===== src/rtl/port_tx_fifo.sv =====
// Byte FIFO feeding the DI input of a read-streaming IOPort8.
// Producer pushes over valid/ready; the IOPort8 pops with STRB. Reports fill level and underrun.
module port_tx_fifo #(
    parameter int unsigned DEPTH_LOG2 = 4,
    parameter logic [7:0]  EMPTY_BYTE = 8'h00
) (
    input  logic                  CLK,
    input  logic                  nRST,
    input  logic [7:0]            WDATA,
    input  logic                  WVALID,
    output logic                  WREADY,
    output logic [7:0]            DI,
    input  logic                  STRB,
    input  logic                  STRT,
    input  logic                  DONE,
    input  logic                  FLUSH,
    output logic [DEPTH_LOG2:0]   LEVEL,
    output logic                  UNDERRUN,
    output logic                  BUSY
);

    localparam int unsigned DEPTH = 2 ** DEPTH_LOG2;
    localparam logic [DEPTH_LOG2:0] FULL_COUNT = (DEPTH_LOG2 + 1)'(DEPTH);

    logic [7:0]              mem [DEPTH];
    logic [DEPTH_LOG2-1:0]   rd_ptr_q, rd_ptr_d;
    logic [DEPTH_LOG2-1:0]   wr_ptr_q, wr_ptr_d;
    logic [DEPTH_LOG2:0]     count_q, count_d;
    logic                    underrun_q, underrun_d;
    logic                    busy_q, busy_d;

    logic full;
    logic empty;
    logic push;
    logic pop;

    assign full  = (count_q == FULL_COUNT);
    assign empty = (count_q == '0);
    // Readiness depends only on stored state, so a same-cycle pop never frees a slot early.
    assign push  = WVALID & ~full;
    assign pop   = STRB & ~empty;

    always_comb begin
        rd_ptr_d   = rd_ptr_q;
        wr_ptr_d   = wr_ptr_q;
        count_d    = count_q;
        underrun_d = underrun_q;
        busy_d     = busy_q;

        if (FLUSH) begin
            rd_ptr_d = wr_ptr_q;
            count_d  = '0;
        end else begin
            if (push) wr_ptr_d = wr_ptr_q + 1'b1;
            if (pop)  rd_ptr_d = rd_ptr_q + 1'b1;
            unique case ({push, pop})
                2'b10:   count_d = count_q + 1'b1;
                2'b01:   count_d = count_q - 1'b1;
                default: count_d = count_q;
            endcase
        end

        // An underrunning strobe in the same cycle as STRT wins over the clear.
        if (STRT)          underrun_d = 1'b0;
        if (STRB && empty) underrun_d = 1'b1;

        if (DONE) busy_d = 1'b0;
        if (STRT) busy_d = 1'b1;
    end

    always_ff @(posedge CLK) begin
        if (!nRST) begin
            rd_ptr_q   <= '0;
            wr_ptr_q   <= '0;
            count_q    <= '0;
            underrun_q <= 1'b0;
            busy_q     <= 1'b0;
        end else begin
            rd_ptr_q   <= rd_ptr_d;
            wr_ptr_q   <= wr_ptr_d;
            count_q    <= count_d;
            underrun_q <= underrun_d;
            busy_q     <= busy_d;
        end
    end

    // Storage is deliberately not reset.
    always_ff @(posedge CLK) begin
        if (nRST && push && !FLUSH) begin
            mem[wr_ptr_q] <= WDATA;
        end
    end

    assign WREADY   = ~full;
    assign LEVEL    = count_q;
    assign UNDERRUN = underrun_q;
    assign BUSY     = busy_q;
    assign DI       = empty ? EMPTY_BYTE : mem[rd_ptr_q];

endmodule


===== config.mk =====
export PLATFORM = sky130hd
export DESIGN_NAME = port_tx_fifo
export DESIGN_NICKNAME = d
export VERILOG_FILES = /design/src/rtl/port_tx_fifo.sv
export SDC_FILE = /design/constraint.sdc
export NUM_CORES = 1
export LEC_CHECK = 0
export CAP_MARGIN = 15
export CELL_PAD_IN_SITES_DETAIL_PLACEMENT = 2
export CELL_PAD_IN_SITES_GLOBAL_PLACEMENT = 2
export CORE_MARGIN = 2
export CORE_UTILIZATION = 41
export CTS_CLUSTER_DIAMETER = 40
export DETAILED_ROUTE_END_ITERATION = 12
export GPL_ROUTABILITY_DRIVEN = 0
export HOLD_SLACK_MARGIN = 0.05
export PLACE_DENSITY_LB_ADDON = 0.12
export SLEW_MARGIN = 20
export SYNTH_ARGS = -nofsm -noshare
export SYNTH_HDL_FRONTEND = slang
export SYNTH_SLANG_ARGS = --single-unit

===== constraint.sdc =====
create_clock -name CLK -period 3 [get_ports CLK]
set_input_delay 0.3 -clock CLK [delete_from_list [all_inputs] [get_ports CLK]]
set_output_delay 0.3 -clock CLK [all_outputs]
set_load 0.02 [all_outputs]

=== Word-level counts from Yosys, hierarchy flattened ===
Memory sizes are Yosys's and may differ from the RTL's. A register that Yosys moved wholly into a read port is not among the register bits.
Index checks and enable logic that the tools add are counted.

* Add/subtract/negate cells: 4
* Eq/ne operators: 3
* Mux-type cells: 12
* Bitwise operators: 6
* Reductions and logical operators: 11

{| class="wikitable"
|+ Operator list
! cell !! number
|-
| two-way mux 4 bit || 4
|-
| case mux 5 bit (2 select lines) || 1
|-
| adder 4 x 1 -> 4 bit (second input constant) || 2
|-
| two-way mux 8 bit || 1
|-
| nonzero test 2 bit || 4
|-
| two-way mux 1 bit || 6
|-
| adder 5 x 1 -> 5 bit (second input constant) || 1
|-
| == test 5 bit (second input constant) || 1
|-
| zero test 5 bit || 1
|-
| subtractor 5 x 1 -> 5 bit (second input constant) || 1
|-
| NOT 1 bit || 4
|-
| logical AND 1 bit || 3
|-
| AND 1 bit || 2
|-
| == test 2 x 1 -> 1 bit (second input constant) || 1
|-
| == test 2 bit (second input constant) || 1
|-
| AND reduction 2 bit || 1
|-
| OR reduction 2 bit || 1
|-
| zero test 1 bit || 1
|}

* Bits in registers: 15
* Memory bits (writable): 128
* Bits of input ports: 15
* Output and inout port bits: 16
* Memories: 1

{| class="wikitable"
|+ Memories
! memory !! depth !! width !! rd ports !! clocked after Yosys merged registers in !! write ports !! RTL line !! source
|-
| mem || 16 || 8 || 1 || 1 || 1 || 25 || <nowiki>logic [7:0] mem [DEPTH];</nowiki>
|}

=== Longest topological paths before layout ===
* Depth in word-level cells: 7
* Depth in mapped cells: 13
* Depth with buffers taken out: 10

=== Least setup slack after synthesis ===
Ideal clock, no wire load.

* Path kind: register to register
* From: reg count_q[1] (netlist: LEVEL[1])
* To: reg count_q[2] (netlist: LEVEL[2])
* Library setup time: 70 ps
* Arrival time: 2,839 ps
* Path slack: 91 ps
* Cell stages (with the launch flop): 14
* Buffers on the path: 3
* Cells stage by stage: dfxtp_1 buf_6 or4_4 buf_6 o21ai_4 inv_1 ha_1 clkbuf_1 xor2_1 ha_1 a21o_2 xnor2_1 or3_1 a21oi_1

* Cells in the longest elaborated chain, start to end: 5

{| class="wikitable"
|+ RTL lines
! element !! RTL line !! source
|-
| start: declaration || 28 || <nowiki>logic [DEPTH_LOG2:0] count_q, count_d;</nowiki>
|-
| start signal: assignment || 81 || <nowiki>count_q <= count_d;</nowiki>
|-
| == test 5 bit or zero test 5 bit (tied branches) || 37, 38 ||
|-
| NOT 1 bit, on equally long branches || 40, 41 ||
|-
| AND 1 bit, on equally long branches || 40, 41 ||
|-
| == test 2 x 1 -> 1 bit or == test 2 bit (tied branches) || 56 || <nowiki>unique case ({push, pop})</nowiki>
|-
| case mux 5 bit (2 select lines) or nonzero test 2 bit (tied branches) || -- ||
|}

Parallel ways exist; a longest one is shown, timed or not.
A chain may end at the register's enable or synchronous reset.

==> results.sh <==
export IMPL_outcome="completed"
export IMPL_top_layer="met4"
export IMPL_grt_antenna_before_repair=0
export IMPL_cts_setup_buffers=0
export IMPL_p_clk_share_pct=44.5
export IMPL_port_buffers=30
export IMPL_grt_pass1_vias=3844
export IMPL_maxCapViolations=0
export IMPL_first_pass_iters=5
export IMPL_drive_gt1_share_pct=25.1
export IMPL_final_util_pct=50.5
export IMPL_synth_top_area_cell="edfxtp_1"
export IMPL_p_int_mw=3.68
export IMPL_tightest_slew_ns=0.634
export IMPL_p_sw_mw=0.992
export IMPL_grt_ovfl_total=0
export IMPL_multi_input_area_um2=1740
export IMPL_path_cells="buf_12 -> mux4_2 -> mux2_2 -> o21ai_0 -> a21oi_1 -> dlygate4sd2_1"
export IMPL_period_minus_slack_ns=2.82
export IMPL_endpoint_kind="primary output"
export IMPL_grt_max_degree=25
export IMPL_crit_end="DI[7]"
export IMPL_cpPeakStageDelay_ns=0.53
export IMPL_hpwl_um=9460
export IMPL_vdd_drop_max_uv=405
export IMPL_r2r_start="LEVEL[0]"
export IMPL_crit_required_ns=2.70
export IMPL_netlist_instances=345
export IMPL_regArea_um2=4230
export IMPL_cts_root_buf="clkbuf_16"
export IMPL_syn_area_um2=6090
export IMPL_detail_route_antenna_nets=0
export IMPL_async_flop_share_pct=0
export IMPL_worstSkewPairLatency_ns=0.43
export IMPL_nFillCells=1357
export IMPL_layout_nets=422
export IMPL_hold_path_class="reg -> reg"
export IMPL_rr_worst_depth=10
export IMPL_maxSlewHeadroom_pct=57.5
export IMPL_area_delta_synth_final_pct=20.5
export IMPL_reg2reg_to="LEVEL[2]"
export IMPL_ys_top_cells_by_area="edfxtp_1 63%, mux4_2 12%, dfxtp_1 6.3%"
export IMPL_pwr_share_seq_pct=48.3
export IMPL_arrival_ns=2.52
export IMPL_sw_frac_of_total_pct=21.2
export IMPL_rows=44
export IMPL_viasPerCell=5.61
export IMPL_yosysTopAreaCellShare_pct=63.2
export IMPL_netlist_cell_type_count=46
export IMPL_slew_violations=0
export IMPL_syn_area_per_cell_um2=17.6
export IMPL_final_hold_violation_count=0
export IMPL_numCtsBuffers=17
export IMPL_grt_usage_pct=21.3
export IMPL_route_detailed_drc=0
export IMPL_wirelength_um=15600
export IMPL_synth_edf_count=128
export IMPL_synth_seq_area_share_pct=69.4
export IMPL_grt_setup_unrepaired="false"
export IMPL_cts_tree="done"
export IMPL_setup_tns_ns=0
export IMPL_skew_ns=0.00823
export IMPL_pwr_density_cell_nw_per_um2=637
export IMPL_die_y_um=126
export IMPL_antenna_cells=0
export IMPL_die_w_um=126
export IMPL_syn_nets=369
export IMPL_p_comb_share_pct=7.2
export IMPL_r2r_slack_ns=0.22
export IMPL_clk_path_buf_depth=2
export IMPL_grt_pass1_wl_um=23900
export IMPL_setup_viol=0
export IMPL_ys_seq_elements=147
export IMPL_ioPinCount=31
export IMPL_htreeDepth=4
export IMPL_drt_initial_drc_count=244
export IMPL_critPathKind="reg -> out"
export IMPL_fin_crit_sh_pct=93.9
export IMPL_leakagePower_nw=2.45
export IMPL_ys_warn_count=0
export IMPL_synthFlopType="edfxtp_1"
export IMPL_crit_fanout=16
export IMPL_cts_sinks=147
export IMPL_cts_reportedPaths_clkPinSlew_ns=0.06
export IMPL_wire_per_inst_um=26.2
export IMPL_yosys_cell_count_top_type="edfxtp_1"
export IMPL_core_um2=14500
export IMPL_start_util_pct=41.9
export IMPL_crit_slowest_cell="mux4_2"
export IMPL_synthTopCellsByCount="128 x edfxtp_1, 32 x mux4_2, 19 x dfxtp_1"
export IMPL_routed_via_count=3330
export IMPL_met1_length_um=6440
export IMPL_dr_wl_met2_um=8420
export IMPL_dieArea_um2=15800
export IMPL_start_kind="register"
export IMPL_wl_met3_um=504
export IMPL_fmax_mhz=355
## layout by cell type (no fill, tap or decap), drive strengths merged, types with 3 or more instances in the layout
cell,synthesis,routed
clkdlybuf4s50,0,22
inv,11,11
mux4,32,32
a21oi,15,15
nor4,8,8
o21ai,17,17
bufinv,0,3
nand3,5,5
xor2,4,4
clkinv,0,5
clkbuf,8,23
buf,13,24
xnor2,4,4
nor2,7,7
mux2,8,8
edfxtp,128,128
nand2,10,10
mux2i,10,10
dfxtp,19,19
ha,9,9
nor3,10,10
dlygate4sd2,0,6
## through the flow
step                std cells  power (mW)  hold slack (ns)  cell area [µm²]  setup WS, ns
floorplan                 345        2.49            0.399             6090        0.0913
finish                    594        4.67            0.488             7330         0.183
global route              594        4.81            0.526             7330        0.0736
CTS                       594        4.71            0.494             7330        0.0437
global placement          562        2.62            0.473             6740         0.208
detailed placement        562        2.64            0.483             6740         0.152
## registers in the layout (all words and copies together) (netlist names), named ones only
signal,flops
mem,128
rd_ptr_q,4
BUSY,1
UNDERRUN,1
LEVEL,5
wr_ptr_q,4
## layer usage
layer	track usage, %	up-vias
li1	-	1489
met1	25.3	1771
met2	37.9	55
met3	5.35	15
met4	7.18	0
met5	0	-
## what timing repair did
action / 4_1_cts / 5_1_grt
hold endpoints to repair: 0 / 0
hold buffers: 0 / 0
cloned: 1 / 0
setup endpoints to repair: 6 / 3
gates resized for setup: 6 / 3
## worst max-delay path: cells and delay by family (launching register included)
kind	cells	cell delay [ns]
multiplexers	2	0.82
AO/OA/AOI/OAI	2	0.29
buffers and inverters	2	0.59
flip-flops	1	0.39
## how the worst min path moves through the flow
stage,cells past startpoint,slack [ns],to,startpoint
after detailed placement,2,0.48,UNDERRUN,UNDERRUN
after global routing,2,0.53,UNDERRUN,UNDERRUN
after global placement,2,0.47,UNDERRUN,UNDERRUN
final,2,0.49,UNDERRUN,UNDERRUN
after CTS,4,0.49,BUSY,DONE
after floorplan,0,0.40,mem[0][0],WDATA[0]
## layout make-up
| class | count | share of cell area [%] |
|---|---|---|
| Sequential cell | 147 | 57.6 |
| Multi-Input combinational cell | 166 | 23.8 |
| Timing Repair Buffer | 55 | 7.30 |
| Clock buffer | 23 | 6.11 |
| Tap cell | 184 | 3.14 |
| Clock inverter | 8 | 1.50 |
| Inverter | 11 | 0.563 |
## power by group through the flow
stage	clock, mW	combinational, mW	sequential, mW
finish	2.08	0.334	2.26
global route	2.18	0.366	2.26
CTS	2.11	0.342	2.26
detailed placement	0	0.338	2.30
global placement	0	0.328	2.30
floorplan	0	0.196	2.30
## logic make-up after synthesis
logic type      share of synthesized area [%]
flops                                    69.4
simple gates                             5.30
mux                                      15.0
compound gates                           4.73
buf+inv                                  2.59
fa+ha+maj                                1.85
xor+xnor                                 1.15
Note: power is estimated with default switching activity, not from simulation.
